`config.mk`:
```
export PLATFORM = sky130hd
export DESIGN_NAME = pll_drp_sequencer
export DESIGN_NICKNAME = d
export VERILOG_FILES = /design/src/rtl/pll_drp_sequencer.sv
export SDC_FILE = /design/constraint.sdc
export NUM_CORES = 1
export LEC_CHECK = 0
export ABC_AREA = 1
export BUFFER_PORTS_ARGS = -buffer_cell sky130_fd_sc_hd__buf_4
export CELL_PAD_IN_SITES_DETAIL_PLACEMENT = 0
export CELL_PAD_IN_SITES_GLOBAL_PLACEMENT = 1
export CORE_MARGIN = 2
export CORE_UTILIZATION = 27
export DETAILED_ROUTE_END_ITERATION = 12
export PLACE_DENSITY_LB_ADDON = 0.05
export SKIP_CTS_REPAIR_TIMING = 1
export SLEW_MARGIN = 20
export SYNTH_ARGS = -nofsm -noshare
export SYNTH_HDL_FRONTEND = slang
export SYNTH_SLANG_ARGS = --single-unit
```
`constraint.sdc`:
```
create_clock -name clk_i -period 4.2 [get_ports clk_i]
set_clock_uncertainty 0.2 [all_clocks]
set_input_delay 1.26 -clock clk_i [delete_from_list [all_inputs] [get_ports clk_i]]
set_output_delay 1.26 -clock clk_i [all_outputs]
set_load 0.1 [all_outputs]
```
`src/rtl/pll_drp_sequencer.sv`:
```
// Purpose : holds a PLLE2_ADV in reset, applies a table of DRP read-modify-write
//           updates (addr, keep-mask, data), releases reset and waits for LOCKED.
// Latency : RST_CYCLES + per entry (2 DRP accesses + drdy latency) + lock time.
// Backpr. : one DRP access outstanding at a time; den waits for drdy or timeout.
//
// Ports:
//   clk_i / rst_i            single clock (also PLL DCLK), synchronous active-high reset
//   cfg_we_i/waddr_i/wdata_i table write port, ignored while busy
//                            wdata = {addr[38:32], keep_mask[31:16], data[15:0]}
//   cfg_count_i, start_i     number of entries to apply, start request (IDLE only)
//   busy_o, done_o           sequence in flight / one-cycle completion pulse
//   error_o, err_code_o      sticky error, 1 drdy timeout, 2 lock timeout, 3 readback
//   pll_rst_o, daddr_o, den_o, dwe_o, di_o, do_in_i, drdy_i, locked_i   PLL side
//
// Optional feature: define PLL_DRP_READBACK_EN to re-read every written register
// and compare it against the value just written.
module pll_drp_sequencer #(
    parameter int ENTRY_BITS   = 4,
    parameter int RST_CYCLES   = 16,
    parameter int DRDY_TIMEOUT = 64,
    parameter int LOCK_TIMEOUT = 65536
) (
    input  logic                  clk_i,
    input  logic                  rst_i,
    input  logic                  cfg_we_i,
    input  logic [ENTRY_BITS-1:0] cfg_waddr_i,
    input  logic [38:0]           cfg_wdata_i,
    input  logic [ENTRY_BITS:0]   cfg_count_i,
    input  logic                  start_i,
    output logic                  busy_o,
    output logic                  done_o,
    output logic                  error_o,
    output logic [1:0]            err_code_o,
    output logic                  pll_rst_o,
    output logic [6:0]            daddr_o,
    output logic                  den_o,
    output logic                  dwe_o,
    output logic [15:0]           di_o,
    input  logic [15:0]           do_in_i,
    input  logic                  drdy_i,
    input  logic                  locked_i
);

    localparam int TMAX0 = (RST_CYCLES > DRDY_TIMEOUT) ? RST_CYCLES : DRDY_TIMEOUT;
    localparam int TMAX  = (TMAX0 > LOCK_TIMEOUT) ? TMAX0 : LOCK_TIMEOUT;
    localparam int TW    = $clog2(TMAX + 1);

    // Terminal timer values: a state lasts exactly N cycles before it gives up.
    localparam logic [TW-1:0] RST_LAST  = TW'(RST_CYCLES - 1);
    localparam logic [TW-1:0] DRDY_LAST = TW'(DRDY_TIMEOUT - 1);
    localparam logic [TW-1:0] LOCK_LAST = TW'(LOCK_TIMEOUT - 1);
    localparam logic [TW-1:0] TMR_ONE   = TW'(1);
    localparam logic [ENTRY_BITS:0] IDX_ONE = (ENTRY_BITS + 1)'(1);

    typedef enum logic [3:0] {
        S_IDLE, S_RST_HOLD, S_RD_REQ, S_RD_WAIT, S_WR_REQ, S_WR_WAIT,
        S_NEXT, S_RELEASE, S_LOCK_WAIT, S_ERROR, S_VF_REQ, S_VF_WAIT
    } state_t;

    state_t              state_q, state_d;
    logic [TW-1:0]       timer_q, timer_d;
    logic [ENTRY_BITS:0] idx_q, idx_d;
    logic [ENTRY_BITS:0] count_q, count_d;
    logic [15:0]         wr_val_q, wr_val_d;
    logic                pll_rst_q, pll_rst_d;
    logic                done_q, done_d;
    logic                error_q, error_d;
    logic [1:0]          err_code_q, err_code_d;
    logic                lock_s1_q, lock_s2_q;
    logic                busy_w;

    logic [38:0] tbl_q [2**ENTRY_BITS];
    logic [38:0] ent;
    logic [6:0]  ent_addr;
    logic [15:0] ent_mask, ent_data;
    logic [ENTRY_BITS:0] idx_inc;

    assign ent      = tbl_q[idx_q[ENTRY_BITS-1:0]];
    assign ent_addr = ent[38:32];
    assign ent_mask = ent[31:16];
    assign ent_data = ent[15:0];
    assign idx_inc  = idx_q + IDX_ONE;

    // Table contents carry no reset; the host rewrites them before use.
    always_ff @(posedge clk_i) begin
        if (cfg_we_i && !busy_w) begin
            tbl_q[cfg_waddr_i] <= cfg_wdata_i;
        end
    end

    // State and datapath registers.
    always_ff @(posedge clk_i) begin
        if (rst_i) begin
            state_q    <= S_IDLE;
            timer_q    <= '0;
            idx_q      <= '0;
            count_q    <= '0;
            wr_val_q   <= '0;
            pll_rst_q  <= 1'b1;
            done_q     <= 1'b0;
            error_q    <= 1'b0;
            err_code_q <= 2'd0;
            lock_s1_q  <= 1'b0;
            lock_s2_q  <= 1'b0;
        end else begin
            state_q    <= state_d;
            timer_q    <= timer_d;
            idx_q      <= idx_d;
            count_q    <= count_d;
            wr_val_q   <= wr_val_d;
            pll_rst_q  <= pll_rst_d;
            done_q     <= done_d;
            error_q    <= error_d;
            err_code_q <= err_code_d;
            lock_s1_q  <= locked_i;
            lock_s2_q  <= lock_s1_q;
        end
    end

    // Next-state logic.
    always_comb begin
        state_d    = state_q;
        idx_d      = idx_q;
        count_d    = count_q;
        wr_val_d   = wr_val_q;
        done_d     = 1'b0;
        error_d    = error_q;
        err_code_d = err_code_q;
        timer_d    = '0;
        pll_rst_d  = pll_rst_q;

        case (state_q)
            S_IDLE: begin
                if (start_i) begin
                    count_d    = cfg_count_i;
                    error_d    = 1'b0;
                    err_code_d = 2'd0;
                    idx_d      = '0;
                    state_d    = S_RST_HOLD;
                end
            end
            S_RST_HOLD: begin
                if (timer_q == RST_LAST) begin
                    state_d = (count_q != '0) ? S_RD_REQ : S_RELEASE;
                end
            end
            S_RD_REQ: state_d = S_RD_WAIT;
            S_RD_WAIT: begin
                // drdy wins over a simultaneous timer expiry.
                if (drdy_i) begin
                    wr_val_d = (do_in_i & ent_mask) | (ent_data & ~ent_mask);
                    state_d  = S_WR_REQ;
                end else if (timer_q == DRDY_LAST) begin
                    err_code_d = 2'd1;
                    state_d    = S_ERROR;
                end
            end
            S_WR_REQ: state_d = S_WR_WAIT;
            S_WR_WAIT: begin
                if (drdy_i) begin
`ifdef PLL_DRP_READBACK_EN
                    state_d = S_VF_REQ;
`else
                    state_d = S_NEXT;
`endif
                end else if (timer_q == DRDY_LAST) begin
                    err_code_d = 2'd1;
                    state_d    = S_ERROR;
                end
            end
`ifdef PLL_DRP_READBACK_EN
            S_VF_REQ: state_d = S_VF_WAIT;
            S_VF_WAIT: begin
                if (drdy_i) begin
                    if (do_in_i != wr_val_q) begin
                        err_code_d = 2'd3;
                        state_d    = S_ERROR;
                    end else begin
                        state_d = S_NEXT;
                    end
                end else if (timer_q == DRDY_LAST) begin
                    err_code_d = 2'd1;
                    state_d    = S_ERROR;
                end
            end
`endif
            S_NEXT: begin
                idx_d   = idx_inc;
                state_d = (idx_inc < count_q) ? S_RD_REQ : S_RELEASE;
            end
            S_RELEASE: state_d = S_LOCK_WAIT;
            S_LOCK_WAIT: begin
                if (lock_s2_q) begin
                    done_d  = 1'b1;
                    state_d = S_IDLE;
                end else if (timer_q == LOCK_LAST) begin
                    err_code_d = 2'd2;
                    state_d    = S_ERROR;
                end
            end
            S_ERROR: state_d = S_IDLE;
            default: state_d = S_IDLE;
        endcase

        if (state_d == S_ERROR) begin
            error_d = 1'b1;
        end

        // Timer restarts on every state change; idle holds it at zero.
        if (state_d == state_q && state_q != S_IDLE) begin
            timer_d = timer_q + TMR_ONE;
        end

        // PLL reset is a register so it is glitch-free at the PLL pin. It drops
        // only for release/lock, and IDLE keeps whatever the last sequence left.
        if (state_d == S_RELEASE || state_d == S_LOCK_WAIT) begin
            pll_rst_d = 1'b0;
        end else if (state_d != S_IDLE) begin
            pll_rst_d = 1'b1;
        end
    end

    // Output decode.
    always_comb begin
        busy_w  = 1'b1;
        den_o   = 1'b0;
        dwe_o   = 1'b0;
        daddr_o = 7'd0;
        di_o    = 16'd0;
        case (state_q)
            S_IDLE, S_ERROR: busy_w = 1'b0;
            S_RD_REQ, S_VF_REQ: begin
                den_o   = 1'b1;
                daddr_o = ent_addr;
            end
            S_WR_REQ: begin
                den_o   = 1'b1;
                dwe_o   = 1'b1;
                daddr_o = ent_addr;
                di_o    = wr_val_q;
            end
            S_RD_WAIT, S_WR_WAIT, S_VF_WAIT: daddr_o = ent_addr;
            default: ;
        endcase
    end

    assign busy_o     = busy_w;
    assign done_o     = done_q;
    assign error_o    = error_q;
    assign err_code_o = err_code_q;
    assign pll_rst_o  = pll_rst_q;

endmodule

```
### Yosys cells after proc, flatten, opt, wreduce, memory -nomap -nowiden

Memories as Yosys holds them, arrays and structs flattened. A register that Yosys moved wholly into a read port is not among the register bits.
Cells that the tools add are included.

| storage, ports and cells | value |
|---|---|
| flip-flop bits (word level) | 54 |
| output and inout bits | 31 |
| logic and storage cells | 100 |
| bits of input ports | 70 |
| memories | 1 |
| RAM bits | 624 |

| cells by class | value |
|---|---|
| add/sub/neg operators | 2 |
| multiplexer cells | 33 |
| reductions and logical operators | 23 |
| order comparisons | 1 |
| bitwise operators | 6 |
| eq/ne operators | 23 |

Memory list:

| name | words | width | rd ports | clocked after memory_dff | wr ports | line | RTL |
|---|---|---|---|---|---|---|---|
| tbl_q | 16 | 39 | 1 | 1 | 1 | 72 | `logic [38:0] tbl_q [2**ENTRY_BITS];` |

Operators by type and width:

| cell | count |
|---|---|
| 2-to-1 mux 4 bit | 9 |
| one-hot mux 4 bit (9 select lines) | 1 |
| bitwise AND 16 bit | 2 |
| equality test 4 bit, second input constant | 6 |
| equality test 4 x 3 -> 1 bit, second input constant | 5 |
| adder 17 x 1 -> 17 bit, second input constant | 1 |
| equality test 17 x 16 -> 1 bit, second input constant | 1 |
| equality test 17 x 4 -> 1 bit, second input constant | 1 |
| equality test 17 x 6 -> 1 bit, second input constant | 1 |
| 2-to-1 mux 16 bit | 1 |
| inverter 16 bit | 1 |
| bitwise OR 16 bit | 1 |
| 2-to-1 mux 1 bit | 11 |
| 2-to-1 mux 2 bit | 5 |
| one-hot mux 5 bit (2 select lines) | 1 |
| equality test 4 x 2 -> 1 bit, second input constant | 2 |
| inequality test 2 bit, second input constant | 4 |
| AND reduction 2 bit | 4 |
| nonzero test 2 bit | 4 |
| nonzero test 4 bit | 2 |
| OR reduction 2 bit | 4 |
| 2-to-1 mux 7 bit | 1 |
| 2-to-1 mux 3 bit | 2 |
| one-hot mux 2 bit (3 select lines) | 1 |
| other kinds (15) | 17 |

### Longest topological paths before layout

Gate-level depths: netlist of run 1.

| logic depth | value |
|---|---|
| depth after elaboration | 8 |
| mapped depth | 19 |
| depth with buffers taken out | 18 |

### Worst setup path after synthesis of run 1

Ideal clock, no wire load.

| timing | value |
|---|---|
| path type | flip-flop to output port |
| from | reg (tool-made name) |
| to | out daddr_o[5] |
| required time | 2.740 ns |
| stages on the path, launching flop included | 9 |
| data arrival time | 2.871 ns |
| path slack | -0.131 ns |
| buffers on the path | 3 |
| path through | dfxtp_1 -> inv_2 -> buf_2 -> buf_2 -> buf_1 -> nor2_1 -> o221ai_1 -> nand3_1 -> a21oi_1 |

RTL lines:

| item | line | RTL |
|---|---|---|
| end: declaration | 35 | `output logic [6:0] daddr_o,` |

==> results of run 1 <==
[power by group]
part           switching (mW)  leakage, nW  internal (mW)
Sequential             0.0173         6.10           7.48
Clock                    2.87         1.30           4.14
Combinational           0.252         3.76         0.0836
[final timing paths]
path	startpoint	to	slack [ps]	depth (start not counted)
max reg2reg	flop	wr_val_q[6]	890	10
max	flop	daddr_o[2]	140	7
min reg2reg	lock_s1_q	lock_s2_q	210	2
min	lock_s1_q	lock_s2_q	210	2
[final cells by class]
type	instances	share of cell area, %
clock inverter	42	1.089
tap	1368	5.172
multi-input combinational	1399	20.69
sequential	682	60.16
timing repair buffer	158	4.249
inverter	148	1.728
clock buffer	111	6.911
[critical path, cell delays in order, from the launching register on]
cell and delay (ps):
dfxtp_4 490, buf_16 250, nand2_1 90, a32o_1 270
o21ai_0 170, a31oi_1 90, nor2_1 240, buf_4 340
[flip-flops by register name, indices dropped and copies added (netlist names), named ones only]
name        cells
lock_s2_q       1
error_o         1
timer_q        17
state_q         4
done_o          1
pll_rst_o       1
err_code_o      2
count_q         5
lock_s1_q       1
idx_q           5
wr_val_q       16
tbl_q         624
[per-stage QoR]
| step | setup slack (ps) | util, % | cells | TNS, ps |
|---|---|---|---|---|
| after floorplan | 26.25 | - | 2366 | 0 |
| after global placement | 590.8 | 29.84 | 3754 | 0 |
| after detailed placement | 517.0 | 29.84 | 3754 | 0 |
| after CTS | -88.31 | 32.44 | 3907 | -88.31 |
| after global routing | 16.88 | 32.48 | 3908 | 0 |
| final | 141.5 | 32.48 | 3908 | 0 |
[metal layers]
layer	global-route usage, %	vias up	part of all wire [%]
met5	0	-	0.014
met1	23.39	9130	48
li1	-	8587	-
met2	28.15	290	47
met4	3.734	2	1.8
met3	2.510	103	2.8
[cells by family after synthesis]
logic type | count (synthesis)
buffers and inverters | 285
XOR/XNOR | 16
AO/OA/AOI/OAI | 555
AND/OR/NAND/NOR | 821
adder cells (fa/ha/maj) | 7
flip-flops | 682
[layout by cell type (no fill, tap or decap), types with 2 or more instances in the layout]
| cell | n |
|---|---|
| edfxtp_1 | 624 |
| nor2_1 | 366 |
| o21ai_0 | 312 |
| nand2_1 | 289 |
| buf_4 | 140 |
| inv_1 | 136 |
| a21oi_1 | 112 |
| nand3_1 | 105 |
| clkbuf_16 | 88 |
| o211ai_1 | 78 |
| dfxtp_1 | 54 |
| nor2_4 | 32 |
| clkbuf_1 | 22 |
| o21ai_1 | 19 |
| clkinv_2 | 18 |
| clkinv_1 | 16 |
| buf_12 | 14 |
| xor2_1 | 11 |
| nor2_2 | 8 |
| inv_2 | 7 |
| ha_1 | 7 |
| a221oi_1 | 6 |
| a22oi_1 | 6 |
| xnor2_1 | 5 |
| bufinv_16 | 5 |
| nand2_2 | 4 |
| nor3_1 | 4 |
| o31ai_1 | 4 |
| a31oi_1 | 4 |
| nand3_2 | 4 |
| nand4_1 | 4 |
| o311ai_0 | 3 |
| a32o_1 | 3 |
| dfxtp_4 | 3 |
| nor4_1 | 2 |
| o22ai_1 | 2 |
| o221ai_1 | 2 |
| clkinv_8 | 2 |
| clkbuf_8 | 2 |
| buf_6 | 2 |
==> results.md, run 1 <==
- Status: completed
- Critical Path Fanout Max: 40
- Ys Warns: 0
- Area grow syn2layout: 19.11%
- F_max: about 250 MHz
- Max Root-Sink Buffers: 3
- Power Density: about 450 mW/mm²
- Setup CP Type: reg2out
- Post-synthesis async set-or-reset flop share: 0%
- DRT Pass-1 Iters: 4
- Post-Synth Adder-Cell Area: less than 1%
- Core Region: just over 0.1 mm²
- Initial antenna violation count: 3
- Top cell type's share of synthesized area: approximately two thirds
- Vias per inst: ~4.6
- Minimum clock period: 4059 ps
- Worst slew pin tran: roughly 1200 ps
- Mux cell area share after synthesis: 0%
- GP Congestion: approximately 0.75
- DRC Markers: 0
- Area fraction in compound gates after synthesis: between 10% and 20%
- Worst EP required: about 2700 ps
- Nets: 2,549
- Detailed-placement wirelength estimate: approximately 50,000 µm
- PortBufs: 100
- Startpoint Class: flop
- Vias in the first global route: ~18,000
- Max-cap viol count: 0
- Reg area: 0.01991 mm²
- Post-Synthesis Cells: ~2,400
- Synth Register Bits: approximately 680
- Ant diodes: 0
- Number of clock sinks: between 600 and 700
- Post-synth cell types: 41
- Max IR drop VDD: approximately 0.26 mV
- # H-tree levels: 3
- Max Slew Vio Count: 0
- Prevailing post-synth register cell: edfxtp_1
- Hold crit path type: reg2reg
- Per-cell routed wire length: 23.07 µm
- Worst Path Arrival: roughly 2600 ps
- Synth Area in XOR/XNOR: less than 1%
- Global-route wire length before repair: around 130,000 µm
- I/O Pins: between 100 and 150
- CTS Root Cell: clkbuf_16
- Die Ht: roughly 320 µm
- Placed inst area: between 0.03 and 0.04 mm²
- Synth Area in Simple Gates: 12.32%
- Syn_area_per_cell: roughly 12 µm²
- Post-route ant nets: 0
- Layout cell share with drive strength beyond 1: a little over an eighth
- Hold_ws: between 200 and 250 ps
- Congestion Overflow GR: 0
- Total power: roughly 15 mW
- LEAKAGE: approximately 11 nW
- Overall routing resource usage: between 10% and 20%
- Drt total wl: 90,170 µm
- Final period utilization: a little over nine tenths
- RSZ-0062 raised after global routing: false
- CTS tree: built
- DR iter-0 viols: between 1,000 and 1,500
- Slew margin rel.: 22.05%
- Synth top area cells: edfxtp_1 (67%), o21ai_0 (5.6%), nor2_1 (5.2%), dfxtp_1 (4.2%), nand2_1 (3.9%)
- Final setup vio count: 0
- Leading area contributor after synthesis: edfxtp_1
- Register area share after synthesis: ~70%
- Clock Pin Slew Worst Setup and Hold Paths: ~60 ps
- Finished Cell Area: 0.03310 mm²
- Largest family of logic cells by synthesized area: simple AND/OR/NAND/NOR gates
- Multi-input combinational cell area: 0.006847 mm²
- Pin count of the biggest net entering global routing: between 150 and 200
- Fillers: between 10,000 and 15,000
- Num CTS Buffers: 83
- Final hold viol count: 0
- Num rows: around 120
- Die X-Extent: 324.8 µm
- Most frequent cells after synthesis: edfxtp_1 (624), nor2_1 (382), o21ai_0 (312)
- Worst-skew pair later-pin latency: ~640 ps
- Post-synth net total: 2,443
- Count leader, synth: edfxtp_1
- Die area: 0.1055 mm²
- DR vias: between 15,000 and 20,000
- Post-Syn Area: ~0.028 mm²
- Initial core utilization: about 27%
- Crit end category: output pin
- Post-synth EDFFs: 624
(Power assumes the default switching activity.)
==> inputs of run 2 (changes only) <==
Settings changed: CELL_PAD_IN_SITES_DETAIL_PLACEMENT 0 to 1, CTS_CLUSTER_DIAMETER set to 30.
==> run 2 against run 1 <==
Against the previous run:
- first-iteration DRC count decreased by 22%
- register-to-register slack better by 40 ps
- wire length up 5.4%
- sequential power about the same
- die area did not move
- global-route usage increased by 1.0 points
- final cell count up 5.3%
- largest power group is now the clock network
- largest cell class unchanged
==> results.md, run 2 (synthesized netlist as in run 1, its figures left out) <==
- Status: completed
- CTS tree: built
- Initial core utilization: 27.27% (unchanged)
- Max reg flops: 624 (unchanged)
- Slew margin rel.: 30.22% (+8.2 points)
- Num CTS Buffers: 191 (+130%)
- Critical Path Fanout Max: 27 (-33%)
- Core Region: 0.1019 mm² (unchanged)
- GP Congestion: 0.7524 (unchanged)
- Pin count of the biggest net entering global routing: 193 (unchanged)
- Worst slew pin tran: 1047 ps (-122.5 ps)
- F_max: 248.8 MHz (+0.96%)
- Placement Setup Slack: 485.9 ps (-31.16 ps)
- Die X-Extent: 324.8 µm (unchanged)
- Largest register by flop count: tbl_q
- Clock power share: 64.1% (+17 points)
- Final hold viol count: 0 (unchanged)
- DRC Markers: 0 (unchanged)
- Overall routing resource usage: 17.98% (+1.0 points)
- Largest regs: tbl_q: 624 flops, timer_q: 17 flops, wr_val_q: 16 flops
- PortBufs: 100 (unchanged)
- Number of clock sinks: 682 (unchanged)
- Most frequent cells in the layout: edfxtp_1 (624), nor2_1 (365), o21ai_0 (312), nand2_1 (289), clkbuf_16 (196)
- Initial antenna violation count: 1 (-2)
- Switch share: 21.10% (-0.045 points)
- DR vias: 19,170 (+5.8%)
- CP max stage delay: 420 ps (-70 ps)
- Combinational share of power: 1.5% (-0.8 points)
- Internal cell power: 17.30 mW (+48%)
- R2R Setup Slk: 930 ps (+40 ps)
- Worst Path Arrival: 2560 ps (-40 ps)
- Fillers: 10,870 (+5.0%)
- Die Ht: 324.8 µm (unchanged)
- Crit end category: output pin
- Reg power frac: 34.3% (-16 points)
- Max Root-Sink Buffers: 3 (unchanged)
- Vias in the first global route: 20,640 (+12%)
- Power Density: 594.1 mW/mm² (+32%)
- DR iter-0 viols: 987 (-22%)
- Setup TNS: 0 ps (unchanged)
- Die area: 0.1055 mm² (unchanged)
- Worst-skew pair later-pin latency: 760 ps (+120 ps)
- CP cell instances: buf_8, nand2_1, nand2_1, a21oi_1, o311ai_0, nand2_1, nor2_1, buf_6
- Startpoint Class: flop
- Per-cell routed wire length: 23.09 µm (about the same)
- Post-route ant nets: 0 (unchanged)
- DRT Pass-1 Iters: 5 (+1)
- Num rows: 117 (unchanged)
- Max-cap viol count: 0 (unchanged)
- Ant diodes: 0 (unchanged)
- Final period utilization: 95.71% (-0.92 points)
- LEAKAGE: 13.00 nW (+16%)
- Detailed-placement wirelength estimate: 52,480 µm (+5.0%)
- Max Slew Vio Count: 0 (unchanged)
- Congestion Overflow GR: 0 (unchanged)
- Worst EP required: 2740 ps (about the same)
- Hold crit path type: reg2reg
- Setup CP Type: reg2out
- Nets: 2,661 (+4.4%)
- Worst path slowest cell: dfxtp_4
- Layout cell share with drive strength beyond 1: 18.92% (+5.5 points)
- CTS Root Cell: clkbuf_16
- Cell repeated most along the worst path: nand2_1
- CP bufs+invs: 2 (unchanged)
- Max IR drop VDD: 0.3439 mV (+31%)
- Drt total wl: 95,060 µm (+5.4%)
- Area grow syn2layout: 32.83%
- RSZ-0062 raised after global routing: false
- Vias per inst: 4.657 (+0.48%)
- Family with the most delay on the worst path: buffers and inverters
- NetSw: 4.626 mW (+47%)
- Final setup margin: 180.1 ps (+38.63 ps)
- I/O Pins: 101 (unchanged)
- Minimum clock period: 4020 ps (-38.63 ps)
- Global-route wire length before repair: 139,800 µm (+6.0%)
- Final setup vio count: 0 (unchanged)
- # H-tree levels: 4 (+1)
- Commonest non-fill, non-tap cell in the layout: edfxtp_1
- Clock Pin Slew Worst Setup and Hold Paths: 40 ps (-20 ps)
[run 2: cell count changes in the layout (fill, tap and decap cells not counted), sizes merged]
| cell | previous run | this run |
|---|---|---|
| buf | 157 | 160 |
| bufinv | 5 | 21 |
| clkbuf | 112 | 227 |
| clkinv | 37 | 96 |
| clkinvlp | 1 | 12 |
| inv | 147 | 151 |
[run 2: layout make-up]
type	count	area, µm²	area share, %
Clock buffer	225	5001	13.55
Inverter	148	576.8	1.563
Multi-Input combinational cell	1399	6857	18.58
Clock inverter	132	1368	3.705
Sequential cell	682	19910	53.95
Tap cell	1368	1712	4.637
Timing Repair Buffer	162	1484	4.020
[run 2: routing by layer]
metal	up-vias	GRT usage [%]	part of all wire [%]	wire length (µm)
li1	8910	-	-	-
met1	9750	23.39	46	44140
met2	355	29.81	48	45730
met3	151	3.334	3.3	3133
met4	2	6.602	2.1	2039
met5	-	0	0.014	13
[run 2: worst paths after layout]
kind,cells past startpoint,startpoint,to
worst max-delay path,8,flop,daddr_o[3]
worst min-delay path,2,lock_s1_q,lock_s2_q
worst max register to register,13,flop,wr_val_q[4]
worst min register to register,2,lock_s1_q,lock_s2_q
[run 2: tightest hold or removal path: stages, from the launching register on]
cell and delay, ps:
dfxtp_1 290, inv_1 40, nor2_1 30
[run 2: through the flow]
step / utilization [%] / cell area [µm²] / power [mW] / hold slack, ps / cells
final: 36.23 / 36910 / 21.93 / 208.1 / 4116
after detailed placement: 29.84 / 30410 / 7.994 / 204.5 / 3754
after CTS: 36.10 / 36780 / 22.24 / 212.9 / 4111
after floorplan: - / 27790 / 7.749 / 188.3 / 2366
after global routing: 36.23 / 36910 / 22.65 / 221.4 / 4116
after global placement: 29.84 / 30410 / 7.987 / 200.3 / 3754
[run 2: power groups by stage]
stage / Combinational [mW] / Sequential [mW] / Clock [mW]
4_1_cts: 0.354 / 7.53 / 14.4
5_1_grt: 0.376 / 7.53 / 14.7
2_1_floorplan: 0.101 / 7.65 / 0
6_report: 0.337 / 7.53 / 14.1
3_3_place_gp: 0.347 / 7.64 / 0
3_5_place_dp: 0.353 / 7.64 / 0
